<file path="src/rtl/mem_rr_sched.sv">
// Purpose : round-robin share of one memory port among CNT requesters, with an in-order
//           tag FIFO that routes each response back to its issuer and per-requester flush.
// Latency : zero; request and response paths are combinational pass-through.
// Backpressure: mreq_ready_i low locks the current winner and address until the request fires;
//           a full tag FIFO holds mreq_valid_o low; responses stall on the owner's resp_ready_i.
// Ports   : clk_i/rst_i (async, active-low); req_*_i/o upstream request per requester
//           (address slice i = req_addr_i[i*AW +: AW]); resp_*_o/i per-requester response with
//           shared resp_data_o; flush_i per-requester discard pulse; mreq_*/mresp_* downstream.
// Option  : define MEM_SCHED_PRIO_EN for fixed priority (lowest index wins, no rr pointer).
module mem_rr_sched #(
    parameter int CNT         = 2,
    parameter int OUTSTANDING = 4,
    parameter int AW          = 32,
    parameter int DW          = 32
) (
    input  logic              clk_i,
    input  logic              rst_i,
    input  logic [CNT-1:0]    req_valid_i,
    output logic [CNT-1:0]    req_ready_o,
    input  logic [CNT*AW-1:0] req_addr_i,
    output logic [CNT-1:0]    resp_valid_o,
    input  logic [CNT-1:0]    resp_ready_i,
    output logic [DW-1:0]     resp_data_o,
    input  logic [CNT-1:0]    flush_i,
    output logic              mreq_valid_o,
    input  logic              mreq_ready_i,
    output logic [AW-1:0]     mreq_addr_o,
    input  logic              mresp_valid_i,
    output logic              mresp_ready_o,
    input  logic [DW-1:0]     mresp_data_i
);

    localparam int IW = $clog2(CNT);
    localparam int PW = $clog2(OUTSTANDING);
    localparam int CW = PW + 1;

    // Arbitration state
    logic          lock_q, lock_d;
    logic [IW-1:0] win_q, win_d;
    logic [IW-1:0] arb_win;
    logic [IW-1:0] winner;
`ifndef MEM_SCHED_PRIO_EN
    logic [IW-1:0] rr_ptr_q, rr_ptr_d;
`endif

    // Tag FIFO: requester index plus a drop flag per in-flight transaction
    logic [IW-1:0]          idx_q [OUTSTANDING];
    logic [OUTSTANDING-1:0] drop_q;
    logic [PW-1:0]          wr_ptr_q, wr_ptr_d;
    logic [PW-1:0]          rd_ptr_q, rd_ptr_d;
    logic [CW-1:0]          cnt_q, cnt_d;

    logic          fifo_full;
    logic          fifo_empty;
    logic          push;
    logic          pop;
    logic [IW-1:0] head_idx;
    logic          head_drop;

    // First requester with valid set, scanning upward from start with wrap.
    // A start of zero gives plain lowest-index priority.
    function automatic logic [IW-1:0] pick(input logic [CNT-1:0] v, input logic [IW-1:0] start);
        logic [IW-1:0] r;
        logic          found;
        int            j;
        r     = start;
        found = 1'b0;
        for (int k = 0; k < CNT; k++) begin
            j = (int'(start) + k) % CNT;
            if (!found && v[j]) begin
                r     = IW'(j);
                found = 1'b1;
            end
        end
        return r;
    endfunction

    assign fifo_full  = (cnt_q == CW'(OUTSTANDING));
    assign fifo_empty = (cnt_q == '0);
    assign head_idx   = idx_q[rd_ptr_q];
    assign head_drop  = drop_q[rd_ptr_q];

`ifdef MEM_SCHED_PRIO_EN
    assign arb_win = pick(req_valid_i, '0);
`else
    assign arb_win = pick(req_valid_i, rr_ptr_q);
`endif

    // A stalled request keeps its winner so address and grant stay stable until fire.
    assign winner = lock_q ? win_q : arb_win;

    // Outputs are gated by reset so they read zero the instant reset asserts.
    assign mreq_valid_o = rst_i & (|req_valid_i) & ~fifo_full;
    assign mreq_addr_o  = rst_i ? req_addr_i[int'(winner)*AW +: AW] : '0;
    assign push         = mreq_valid_o & mreq_ready_i;

    always_comb begin
        req_ready_o = '0;
        for (int i = 0; i < CNT; i++) begin
            req_ready_o[i] = push && (int'(winner) == i);
        end
    end

    // Response routing from the FIFO head; dropped entries are swallowed here.
    always_comb begin
        resp_valid_o  = '0;
        mresp_ready_o = 1'b0;
        resp_data_o   = rst_i ? mresp_data_i : '0;
        if (!fifo_empty) begin
            if (head_drop) begin
                mresp_ready_o = 1'b1;
            end else begin
                resp_valid_o[head_idx] = mresp_valid_i;
                mresp_ready_o          = resp_ready_i[head_idx];
            end
        end
    end

    assign pop = mresp_valid_i & mresp_ready_o;

    always_comb begin
        lock_d = lock_q;
        win_d  = win_q;
        if (push) begin
            lock_d = 1'b0;
        end else if (mreq_valid_o) begin
            lock_d = 1'b1;
            win_d  = winner;
        end
    end

`ifndef MEM_SCHED_PRIO_EN
    always_comb begin
        rr_ptr_d = rr_ptr_q;
        if (push) begin
            rr_ptr_d = (winner == IW'(CNT - 1)) ? '0 : winner + 1'b1;
        end
    end
`endif

    // Depth is a power of two, so pointers wrap by natural overflow.
    always_comb begin
        wr_ptr_d = wr_ptr_q + PW'(push);
        rd_ptr_d = rd_ptr_q + PW'(pop);
        cnt_d    = cnt_q;
        case ({push, pop})
            2'b10:   cnt_d = cnt_q + CW'(1);
            2'b01:   cnt_d = cnt_q - CW'(1);
            default: cnt_d = cnt_q;
        endcase
    end

    always_ff @(posedge clk_i or negedge rst_i) begin
        if (!rst_i) begin
            lock_q   <= 1'b0;
            win_q    <= '0;
            wr_ptr_q <= '0;
            rd_ptr_q <= '0;
            cnt_q    <= '0;
`ifndef MEM_SCHED_PRIO_EN
            rr_ptr_q <= '0;
`endif
        end else begin
            lock_q   <= lock_d;
            win_q    <= win_d;
            wr_ptr_q <= wr_ptr_d;
            rd_ptr_q <= rd_ptr_d;
            cnt_q    <= cnt_d;
`ifndef MEM_SCHED_PRIO_EN
            rr_ptr_q <= rr_ptr_d;
`endif
        end
    end

    // Flush marks every slot with a matching index; slots outside the live window are
    // harmless because a push always rewrites drop to zero. The push assignment comes
    // last so an entry written in the flush cycle is never dropped. The head's delivery
    // this cycle already used the pre-flush drop value.
    always_ff @(posedge clk_i or negedge rst_i) begin
        if (!rst_i) begin
            for (int s = 0; s < OUTSTANDING; s++) begin
                idx_q[s] <= '0;
            end
            drop_q <= '0;
        end else begin
            for (int s = 0; s < OUTSTANDING; s++) begin
                if (flush_i[idx_q[s]]) begin
                    drop_q[s] <= 1'b1;
                end
            end
            if (push) begin
                idx_q[wr_ptr_q]  <= winner;
                drop_q[wr_ptr_q] <= 1'b0;
            end
        end
    end

    // A response with nothing in flight means the downstream broke protocol.
    a_no_orphan_resp: assert property (@(posedge clk_i) disable iff (!rst_i)
        !(mresp_valid_i && fifo_empty));

endmodule

</file>
<file path="config.mk">
export PLATFORM = sky130hd
export DESIGN_NAME = mem_rr_sched
export DESIGN_NICKNAME = d
export VERILOG_FILES = /design/src/rtl/mem_rr_sched.sv
export SDC_FILE = /design/constraint.sdc
export NUM_CORES = 1
export LEC_CHECK = 0
export BUFFER_PORTS_ARGS = -buffer_cell sky130_fd_sc_hd__buf_2
export CORE_MARGIN = 5
export CORE_UTILIZATION = 40
export CTS_CLUSTER_SIZE = 16
export DETAILED_ROUTE_END_ITERATION = 10
export PLACE_DENSITY_LB_ADDON = 0.3
export SYNTH_ARGS = -nofsm -noshare
export SYNTH_HDL_FRONTEND = slang
export SYNTH_SLANG_ARGS = --single-unit
</file>
<file path="constraint.sdc">
create_clock -name clk_i -period 7.2 [get_ports clk_i]
set_clock_uncertainty 0.1 [all_clocks]
set_input_delay 0.72 -clock clk_i [delete_from_list [all_inputs] [get_ports clk_i]]
set_output_delay 0.72 -clock clk_i [all_outputs]
set_load 0.1 [all_outputs]
</file>
# After elaboration in Yosys (flattened, before gate mapping)
# Cells that the tools add are included.
[word_totals]
reg_bits = 18
input_bits = 106
output_inout_bits = 70
elab_cells = 105
[op_classes]
addsub = 6
n_lt_le_gt_ge = 14
eq_ne = 3
shift = 1
mux = 45
bitwise = 13
reduce_logical = 12
[ops]
columns = ["cell", "count"]
rows = [
  ["32-bit 2-to-1 mux", 2],
  ["64-bit by 7-bit variable part select with 32-bit output", 1],
  ["1-bit 2-to-1 mux", 33],
  ["1-bit by 2-bit < comparator with 1-bit output (second input constant)", 6],
  ["2-bit by 3-bit < comparator with 1-bit output (second input constant)", 3],
  ["3-bit greater-or-equal comparator (second input constant)", 2],
  ["1-bit logical AND", 6],
  ["2-bit inverter with 3-bit output", 2],
  ["3-bit one-hot mux with 2 select lines", 1],
  ["2-bit by 1-bit adder with 2-bit output", 2],
  ["1-bit bitwise AND", 4],
  ["4-bit bitwise AND", 1],
  ["1-bit binary-select mux with 2-bit select", 2],
  ["4-bit bitwise mux", 1],
  ["1-bit demux with 2-bit select", 2],
  ["2-bit 2-to-1 mux", 2],
  ["4-bit 2-to-1 mux", 1],
  ["4-bit inverter", 1],
  ["2-bit nonzero test", 2],
  ["3-bit by 1-bit adder with 3-bit output (second input constant)", 1],
  ["3-bit equality test (second input constant)", 1],
  ["3-bit logical NOT", 1],
  ["3-bit by 1-bit < comparator with 1-bit output (second input constant)", 1],
  ["1-bit inverter", 3],
  ["other kinds (12)", 13],
]

# Longest topological paths before layout
# Gate-level depths: netlist (run 1).
[depth]
ltp_word = 11
ltp_mapped = 10
ltp_nobuf = 10

# Least setup slack after synthesis (run 1)
# OpenSTA, ideal clock, no wires.
[synth_timing]
path_type = "in2out"
from = "input port req_valid_i[0]"
to = "output port mreq_addr_o[10]"
t_arrival_ns = 3.143
t_required_ns = 6.380
setup_slack_ns = 3.237
cell_stages = 5
n_path_buf = 1
cell_sequence = "inv_1 > maj3_2 > mux2i_4 > buf_6 > mux2i_1"
[synth_via]
elab_chain_len = 9
[synth_rtl]
columns = ["element", "line", "source"]
rows = [
  ["from (decl)", "18", "input logic [CNT-1:0] req_valid_i,"],
  ["1-bit 2-to-1 mux (not written as such) (2 in series)", "70", "if (!found && v[j]) begin"],
  ["1-bit 2-to-1 mux", "70", ""],
  ["1-bit logical NOT", "70", ""],
  ["1-bit logical AND *", "70", ""],
  ["1-bit 2-to-1 mux *", "70", ""],
  ["1-bit 2-to-1 mux *", "90", "assign winner = lock_q ? win_q : arb_win;"],
  ["64-bit by 7-bit variable part select with 32-bit output *", "94", "assign mreq_addr_o = rst_i ? req_addr_i[int'(winner)*AW +: AW] : '0;"],
  ["32-bit 2-to-1 mux *", "94", ""],
  ["to (decl)", "27", "output logic [AW-1:0] mreq_addr_o,"],
]
# Every way passes the cells marked *; elsewhere a longest branch is shown, timed or not. The select of a mux whose other input is x is not followed.

# Final worst setup path (run 1)
[layout_timing]
from = "input port rst_i"
to = "output port mreq_addr_o[26]"
[layout_via]
elab_chain_len = 1
[layout_rtl]
columns = ["element", "line", "source"]
rows = [
  ["from (decl)", "17", "input logic rst_i,"],
  ["32-bit 2-to-1 mux", "94", ""],
]
# No other way between the ends.

==> metrics.csv, run 1 <==
stage,metric,value,unit
status,status,finished clean,
synthesis,netlist.area_leader.share,24.98,%
critical_path,crit_type,in2out,
place,gp_congestion,0.8149,
power,p_comb_share,75.2,%
timing,fin_ws,3.696,ns
timing,tns,0,ns
timing,setup_viol,0,
timing,maxSlewHeadroom,42.87,%
cts,h-tree-depth,1,
die,core.rowCount,24,
timing,period_share,48.67,%
timing,tightest_slew,0.8569,ns
power,p_sw,706.5,µW
die,die_width,77.14,µm
power,p_seq_share,17.5,%
cts,clock_path_buffers,2,
synthesis,synth_nets,333,
finish,drive_above_1_share,50.77,%
global_route,grt_usage,18.68,%
run,cap_violations,0,
timing,rsz0062_at_grt,false,
synthesis,ys_ff_latch,18,
detailed_routing,drc,0,
global_route,busiest_layer,met2,
power,power_density,405.9,nW/µm²
synthesis,yosysTopAreaCell,dfrtp_1,
global_route,met1_usage,20.10,%
critical_path,path_max_fanout,64,
global_route,first_global_vias,2035,
place,pre_cts_slack,3.686,ns
cts,clkTransAtPathRegs,0.07,ns
cts,cts.repair.resized,0,
synthesis,netlist_instances,223,
detailed_routing,first_pass_iters,4,
detailed_routing,drt-total-wl,5769,µm
cts,clock_latency,0.25,ns
power,power.internal,403.6,µW
min_path,min_path_cells,1,
cts,cts-hold-fix-buffers,0,
die,die_y,77.14,µm
die,ios,176,
synthesis,avgSynthCellArea,8.085,µm²
synthesis,synthFlopType,dfrtp_1,
timing,layout_min_cycle_time,3.504,ns
timing,hold_violations,0,
finish,antennaDiodeCount,0,
synthesis,synth_area,1803,µm²
power,sw_frac_of_total,63.64,%
cts,numCtsBuffers,3,
global_route,met3_usage,7.260,%
power,p_total,1.110,mW
global_route,grt_pass1_wl,9377,µm
synthesis,synthTopCellsByArea,"dfrtp_1, mux2i_1, nand2_1",
cts,postCtsSetupBuffers,0,
detailed_routing,drt_iter0_drc,38,
synthesis,synth_most_common_cell,nand2_1,
global_route,overflow,0,
global_route,met2_usage,34.34,%
die,initial_core_util,41.41,%
timing,fmax,0.2854,GHz
power,power_frac_clock,7.3,%
cts,clockRootBuffer,clkbuf_8,
critical_path,ff2ff_path_depth,10,
timing,holdWs,0.3937,ns
finish,syn2layout_area_growth,51.70,%
synthesis,yosysSeqAreaShare,24.98,%
detailed_routing,num_vias,2039,
synthesis,yosysWarningCount,0,
detailed_routing,wire_per_inst,13.05,µm
die,die-area,5950,µm²
timing,final-max-slew-violation-count,0,
power,p_leak,1.658,nW
global_route,grt_max_degree,65,
die,core,4354,µm²
critical_path,endpoint_kind,primary output,
synthesis,synth_edf_count,0,
place,hpwlAfterDp,4942,µm
finish,nNetsFinal,501,
synthesis,async_reset_ff_share,100.0,%
synthesis,synthTopCellsByCount,"nand2_1, mux2i_1, and2_1",
cts,cts_tree,built,
global_route,antenna_found_initial,0,
critical_path,crit_required,6.38,ns
power,ir_drop,0.2757,mV
cts,cts_sinks,18,
detailed_routing,antenna_left,0,
synthesis,ys_types,33,
min_path,min_path_type,reg2reg,
critical_path,arrival,2.68,ns
critical_path,cp-start-kind,primary input,
place,numPortBuffers,175,
detailed_routing,vias_per_cell,4.613,
[logic make-up (layout without fill, tap and decap cells)]
logic type               after synthesis  count (layout)  share of synthesized area, %
XOR/XNOR                               5               5                         2.429
multiplexers                          44              44                         27.27
adder cells (fa/ha/maj)                5               5                         3.817
AO/OA/AOI/OAI                          7               7                         2.845
flip-flops                            18              18                         24.98
AND/OR/NAND/NOR                      123             123                         32.82
buffers and inverters                 21             188                         5.830
[cell type report]
| cell class | instances | area, µm² |
|---|---|---|
| fillers | 412 | 1619 |
| multi-input cells | 184 | 1247 |
| repair buffers | 177 | 890.9 |
| flip-flops and latches | 18 | 450.4 |
| well taps | 52 | 65.06 |
| clock buffers | 4 | 55.05 |
| inverters | 7 | 26.28 |
[layout by cell type, fill, tap and decap left out]
cell type and instances:
xor2_1 4, o21ai_0 1, mux2_2 7, fa_1 1
or2_2 1, a211oi_1 3, o21a_1 1, nor2b_1 3
o21a_2 1, nand2_1 67, nand3_4 1, mux2i_4 1
and2_1 32, maj3_2 1, buf_2 175, ha_1 3
nor3b_1 2, inv_1 7, clkbuf_8 4, or3_4 1
mux4_2 2, nor3_1 1, or3b_1 1, nor2_2 1
nand2b_1 1, xnor2_1 1, a21o_1 1, buf_4 2
mux2_4 1, nor2_1 12, dfrtp_1 18, mux2i_1 33
[registers in the layout, summed over array words and instances (netlist names)]
register / cells
drop_q: 4
rd_ptr_q: 2
wr_ptr_q: 2
win_q: 1
cnt_q: 3
lock_q: 1
idx_q: 4
rr_ptr_q: 1
[power groups by stage]
stage	Sequential (mW)	Combinational, mW	Clock [mW]
2_1_floorplan	0.183	0.728	0
3_3_place_gp	0.193	0.830	0
3_5_place_dp	0.196	0.840	0
4_1_cts	0.194	0.842	0.0841
5_1_grt	0.204	0.881	0.0881
6_report	0.194	0.835	0.0808
[critical path, cell delays in order]
cell and delay, ns:
buf_2 0.65, buf_4 0.56, nand2_1 0.12, mux2i_1 0.15
buf_2 0.44
[path summary, 6_finish.rpt]
path	slack, ns	endpoint	from
max in group asynchronous	5.51	wr_ptr_q[1]$_DFF_PN0_	rst_i
hold / removal	0.39	cnt_q[2]$_DFFE_PN0P_	cnt_q[2]$_DFFE_PN0P_
setup / recovery	3.70	mreq_addr_o[26]	rst_i
setup reg to reg	4.52	cnt_q[2]$_DFFE_PN0P_	rd_ptr_q[0]$_DFF_PN0_
hold reg to reg	0.39	cnt_q[2]$_DFFE_PN0P_	cnt_q[2]$_DFFE_PN0P_
min in group asynchronous	0.47	cnt_q[0]$_DFFE_PN0P_	rst_i
[per-stage QoR]
| stage | util, % | cells | area, µm² |
|---|---|---|---|
| finish | 62.82 | 442 | 2735 |
| global route | 62.82 | 442 | 2735 |
| CTS | 62.82 | 442 | 2735 |
| detailed placement | 61.55 | 438 | 2680 |
| global placement | 61.55 | 438 | 2680 |
| floorplan | - | 223 | 1803 |
[per-layer routing]
layer  wire length [µm]  share of wire [%]
met5                  0                  0
met4                 78                1.4
met3                691                 12
met2               2869                 50
met1               2129                 37
Note: power is estimated with default switching activity, not from simulation.
==> inputs of run 2 (changes only) <==
- ABC_AREA: default -> 1
- CORE_UTILIZATION: 40 -> 39
- clock period: 7.2 -> 3.4 ns (I/O delays scaled with it)
==> run 2 against run 1 <==
Compared with the run above: critical path depth is 2 higher; total power is 140% higher; sequential share of layout area is 1.2 points lower.
==> metrics.csv, run 2 <==
stage,metric,value,unit,change
finish,nNetsFinal,649,,was 501
place,dp.cells,604,,was 438
die,ios,176,,unchanged
synthesis,yosysSeqAreaShare,22.30,%,was 24.98%
synthesis,synth_most_common_cell,nand2_1,,unchanged
detailed_routing,drt_iter0_drc,148,,was 38
cts,cts-hold-fix-buffers,0,,unchanged
cts,clockRootBuffer,clkbuf_8,,unchanged
synthesis,avgSynthCellArea,5.357,µm²,was 8.085 µm²
detailed_routing,drc,0,,unchanged
global_route,antenna_found_initial,0,,unchanged
status,status,finished clean,,unchanged
cts,clock_latency,0.25,ns,about the same
detailed_routing,wire_per_inst,12.05,µm,was 13.05 µm
synthesis,yosysWarningCount,0,,unchanged
critical_path,arrival,2.55,ns,was 2.68 ns
timing,maxSlewHeadroom,40.37,%,was 42.87%
die,die-area,6717,µm²,was 5950 µm²
finish,final_cells,608,,was 442
finish,largestRegisters,"drop_q (4), idx_q (4), cnt_q (3)",,unchanged
timing,fin_ws,0.4123,ns,was 3.696 ns
global_route,overflow,0,,unchanged
die,core,5075,µm²,was 4354 µm²
detailed_routing,first_pass_iters,5,,was 4
synthesis,synth_area,2019,µm²,was 1803 µm²
finish,drive_above_1_share,34.76,%,was 50.77%
place,pre_cts_slack,0.6877,ns,was 3.686 ns
timing,fmax,0.3347,GHz,
cts,clock_path_buffers,2,,unchanged
global_route,grt_pass1_wl,10860,µm,was 9377 µm
finish,layout_common_cells,"buf_2, nand2_1, inv_1, nor2_1, nand3_1",,"was buf_2, nand2_1, mux2i_1, and2_1, dfrtp_1"
global_route,grt_usage,20.07,%,was 18.68%
timing,layout_min_cycle_time,2.988,ns,
synthesis,synthTopCellsByCount,"nand2_1, inv_1, nor2_1",,"was nand2_1, mux2i_1, and2_1"
timing,setup_viol,0,,unchanged
cts,cts_tree,built,,unchanged
timing,period_share,87.87,%,
synthesis,synth_edf_count,0,,unchanged
global_route,first_global_vias,2556,,"was 2,035"
cts,clkTransAtPathRegs,0.07,ns,about the same
place,gp_congestion,0.8396,,was 0.8149
power,p_leak,2.126,nW,was 1.658 nW
run,cap_violations,0,,unchanged
die,die_y,81.96,µm,was 77.14 µm
finish,syn2layout_area_growth,46.53,%,was 51.70%
synthesis,netlist_instances,377,,was 223
synthesis,synthTopCellsByArea,"dfrtp_1, nand2_1, inv_1",,"was dfrtp_1, mux2i_1, nand2_1"
cts,cts_sinks,18,,unchanged
global_route,grt_max_degree,83,,was 65
synthesis,netlist.area_leader.share,22.30,%,was 24.98%
synthesis,ys_types,23,,was 33
detailed_routing,drt-total-wl,7328,µm,was 5769 µm
critical_path,cp-start-kind,flip-flop,,was primary input
timing,final-max-slew-violation-count,0,,unchanged
cts,numCtsBuffers,3,,unchanged
synthesis,async_reset_ff_share,100.0,%,unchanged
critical_path,crit_type,reg2out,,was in2out
place,numPortBuffers,175,,unchanged
timing,rsz0062_at_grt,false,,unchanged
place,dpl_cell_area,2904,µm²,was 2680 µm²
power,ir_drop,0.4536,mV,was 0.2757 mV
detailed_routing,vias_per_cell,4.530,,was 4.613
die,core.rowCount,26,,was 24
cts,postCtsSetupBuffers,0,,unchanged
place,hpwlAfterDp,5867,µm,was 4942 µm
power,p_total,2.624,mW,was 1.110 mW
synthesis,ys_ff_latch,18,,unchanged
min_path,min_path_type,in2async,,was reg2reg
detailed_routing,antenna_left,0,,unchanged
finish,final_cell_area,2959,µm²,was 2735 µm²
timing,tns,0,ns,unchanged
timing,hold_violations,0,,unchanged
die,initial_core_util,39.79,%,was 41.41%
detailed_routing,num_vias,2754,,"was 2,039"
cts,h-tree-depth,1,,unchanged
critical_path,endpoint_kind,primary output,,unchanged
synthesis,yosysTopAreaCell,dfrtp_1,,unchanged
die,die_width,81.96,µm,was 77.14 µm
critical_path,path_max_fanout,38,,was 64
critical_path,crit_required,2.96,ns,was 6.38 ns
synthesis,synthFlopType,dfrtp_1,,unchanged
finish,layout_commonest_cell,buf_2,,unchanged
finish,antennaDiodeCount,0,,unchanged
synthesis,synth_nets,487,,was 333
power,power_density,886.7,nW/µm²,was 405.9 nW/µm²
cts,cts.repair.resized,0,,unchanged
timing,tightest_slew,0.8911,ns,was 0.8569 ns
run 2: cell type report:
cell class / instances / area [µm²]
fillers: 519 / 2116
multi-input cells: 254 / 1152
repair buffers: 178 / 898.4
flip-flops and latches: 18 / 450.4
inverters: 84 / 315.3
well taps: 70 / 87.58
clock buffers: 4 / 55.05
run 2: cell families after synthesis:
| kind of cell | Yosys count | share of synthesized area [%] |
|---|---|---|
| simple gates | 202 | 40.21 |
| compound gates | 44 | 11.59 |
| flops | 18 | 22.30 |
| buf+inv | 105 | 21.31 |
| fa+ha+maj | 4 | 2.850 |
| xor+xnor | 4 | 1.735 |
run 2: worst paths after layout:
path	from	endpoint	slack (ns)	cells after the start
worst min register to register	rr_ptr_q$_DFFE_PN0P_	rr_ptr_q$_DFFE_PN0P_	0.39	2
worst max-delay path	rr_ptr_q$_DFFE_PN0P_	mreq_addr_o[11]	0.41	7
worst min-delay path	rst_i	drop_q[1]$_DFF_PN0_	0.18	2
worst max register to register	rd_ptr_q[0]$_DFF_PN0_	cnt_q[2]$_DFFE_PN0P_	1.07	13
min in group clk_i	mreq_ready_i	win_q$_DFFE_PN0P_	0.28	3
max in group asynchronous	rst_i	lock_q$_DFFE_PN0P_	2.46	2
run 2: power breakdown:
part	switching, mW	internal [mW]
combinational	1.63	0.412
clock	0.0727	0.103
sequential	0.0951	0.311
total	1.80	0.826
run 2: metal layers:
metal / part of all wire (%) / wire, µm / track usage (%)
met4: 2.1 / 155 / 6.645
met5: 0 / 0 / 0
met2: 49 / 3573 / 34.81
met1: 40 / 2900 / 23.09
met3: 9.5 / 698 / 6.579
run 2: worst max-delay path, cell delays in order, from the launching register on:
cell and delay [ns]:
dfrtp_1 0.37, inv_1 0.07, nor2_1 0.06, o21ai_4 0.69
buf_4 0.42, a21oi_1 0.11, nor2_1 0.11, buf_2 0.43
run 2: stage by stage:
stage | hold slack (ns) | utilization (%)
6_report | 0.1844 | 58.31
5_1_grt | 0.2466 | 58.31
4_1_cts | 0.2116 | 58.31
3_5_place_dp | 0.3819 | 57.22
3_3_place_gp | 0.3964 | 57.22
2_1_floorplan | -0.05559 | -
==> inputs of run 3 (changes only) <==
- ABC_AREA: 1 -> 0
- CORE_UTILIZATION: 39 -> 37
==> run 3 against run 2 <==
Compared with the run above: sequential share of layout area increased by 0.86 points; worst setup slack improved by 0.24 ns; die area decreased by 5.2%; critical endpoint is now mreq_addr_o[31]; largest cell class unchanged.
==> metrics.csv, run 3 (synthesis gave the netlist of run 1 again) <==
stage,metric,value,unit,change
die,die_width,79.81,µm,was 81.96 µm
power,p_sw,1.501,mW,was 1.798 mW
status,status,finished clean,,unchanged
timing,fmax,0.3641,GHz,was 0.3347 GHz
finish,fillers,419,,was 519
detailed_routing,drt-total-wl,5967,µm,was 7328 µm
finish,largestRegisters,"drop_q (4), idx_q (4), cnt_q (3)",,unchanged
finish,nNetsFinal,503,,was 649
place,hpwlAfterDp,5023,µm,was 5867 µm
global_route,antenna_found_initial,0,,unchanged
cts,cts.repair.resized,0,,unchanged
place,pre_cts_slack,0.8125,ns,was 0.6877 ns
timing,maxSlewHeadroom,64.96,%,was 40.37%
global_route,grt_usage,18.64,%,was 20.07%
cts,cts_sinks,18,,unchanged
power,power_frac_clock,7.4,%,was 6.7%
critical_path,endpoint_kind,primary output,,unchanged
global_route,overflow,0,,unchanged
critical_path,arrival,2.31,ns,was 2.55 ns
die,die-area,6369,µm²,was 6717 µm²
critical_path,crit_required,2.96,ns,about the same
power,ir_drop,0.7372,mV,was 0.4536 mV
cts,clock_path_buffers,2,,unchanged
finish,layout_commonest_cell,buf_2,,unchanged
die,die_y,79.81,µm,was 81.96 µm
run,cap_violations,0,,unchanged
power,power_density,848.2,nW/µm²,was 886.7 nW/µm²
timing,tightest_slew,0.5257,ns,was 0.8911 ns
timing,period_share,80.79,%,was 87.87%
cts,postCtsSetupBuffers,0,,unchanged
finish,layout_common_cells,"buf_2, nand2_1, mux2i_1, and2_1, dfrtp_1",,"was buf_2, nand2_1, inv_1, nor2_1, nand3_1"
cts,cts-hold-fix-buffers,1,,was 0
critical_path,crit_type,in2out,,was reg2out
global_route,grt_pass1_wl,9459,µm,"was 10,860 µm"
timing,rsz0062_at_grt,false,,unchanged
timing,hold_violations,0,,unchanged
power,sw_frac_of_total,63.16,%,was 68.52%
critical_path,cp-start-kind,primary input,,was flip-flop
detailed_routing,antenna_left,0,,unchanged
timing,tns,0,ns,unchanged
die,initial_core_util,38.17,%,was 39.79%
detailed_routing,drc,0,,unchanged
detailed_routing,wire_per_inst,13.00,µm,was 12.05 µm
place,numPortBuffers,175,,unchanged
power,power.internal,875.4,µW,was 826.0 µW
die,core,4723,µm²,was 5075 µm²
detailed_routing,drt_iter0_drc,46,,was 148
cts,clock_latency,0.26,ns,was 0.25 ns
power,p_seq_share,17.3,%,was 15.5%
finish,drive_above_1_share,50.77,%,was 34.76%
min_path,min_path_type,in2reg,,was in2async
global_route,grt_max_degree,58,,was 83
die,ios,176,,unchanged
cts,cts_tree,built,,unchanged
critical_path,path_max_fanout,51,,was 38
power,p_leak,1.675,nW,was 2.126 nW
global_route,first_global_vias,2037,,"was 2,556"
detailed_routing,vias_per_cell,4.479,,was 4.530
power,p_comb_share,75.3,%,was 77.8%
cts,numCtsBuffers,3,,unchanged
finish,syn2layout_area_growth,55.38,%,was 46.53%
cts,clockRootBuffer,clkbuf_8,,unchanged
detailed_routing,num_vias,2056,,"was 2,754"
finish,antennaDiodeCount,0,,unchanged
place,gp_congestion,0.8308,,was 0.8396
cts,clkTransAtPathRegs,0.07,ns,about the same
timing,setup_viol,0,,unchanged
timing,final-max-slew-violation-count,0,,unchanged
timing,fin_ws,0.6532,ns,was 0.4123 ns
die,core.rowCount,25,,was 26
cts,h-tree-depth,1,,unchanged
detailed_routing,first_pass_iters,4,,was 5
timing,layout_min_cycle_time,2.747,ns,was 2.988 ns
## run 3: power by group through the flow
| stage | clock network [mW] | registers, mW | logic, mW |
|---|---|---|---|
| floorplan | 0 | 0.388 | 1.54 |
| global placement | 0 | 0.409 | 1.79 |
| detailed placement | 0 | 0.416 | 1.80 |
| CTS | 0.181 | 0.412 | 1.81 |
| global route | 0.191 | 0.429 | 1.88 |
| finish | 0.175 | 0.411 | 1.79 |
## run 3: critical path, cell delays in order
cell	delay (ns)
dlygate4sd3_1	0.52
buf_2	0.22
buf_4	0.45
nand2_1	0.16
mux2i_1	0.15
buf_2	0.44
## run 3: area by class of cell
cell class	instances	area [µm²]	area share, %
repair buffers	179	938.4	33.50
multi-input cells	184	1247	44.53
well taps	67	83.83	2.992
flip-flops and latches	18	450.4	16.08
clock buffers	4	55.05	1.965
inverters	7	26.28	0.9379
## run 3: metal layers
layer	vias up	GRT usage (%)	part of all wire (%)
met5	-	0	0
met4	0	4.392	0.99
met3	10	5.079	11
met2	107	34.14	49
met1	880	21.35	39
li1	1059	-	-
## run 3: final timing paths
check	from	end	slack, ns	cells past startpoint
setup / recovery	rst_i	mreq_addr_o[31]	0.65	6
hold / removal	flush_i[1]	drop_q[1]$_DFF_PN0_	0.29	3
setup reg to reg	rd_ptr_q[0]$_DFF_PN0_	cnt_q[2]$_DFFE_PN0P_	0.81	10
hold reg to reg	rr_ptr_q$_DFFE_PN0P_	rr_ptr_q$_DFFE_PN0P_	0.39	2
max in group asynchronous	rst_i	drop_q[2]$_DFF_PN0_	2.13	3
min in group asynchronous	rst_i	cnt_q[2]$_DFFE_PN0P_	0.36	2
## run 3: stage by stage
step	util, %	instances	power [mW]	area [µm²]	hold slack (ns)
6_report	59.31	459	2.376	2801	0.2854
3_3_place_gp	57.93	454	2.199	2736	0.09667
5_1_grt	59.31	459	2.500	2801	0.3041
3_5_place_dp	57.93	454	2.216	2736	0.09862
2_1_floorplan	-	223	1.930	1803	-0.05559
4_1_cts	59.31	459	2.398	2801	0.2805
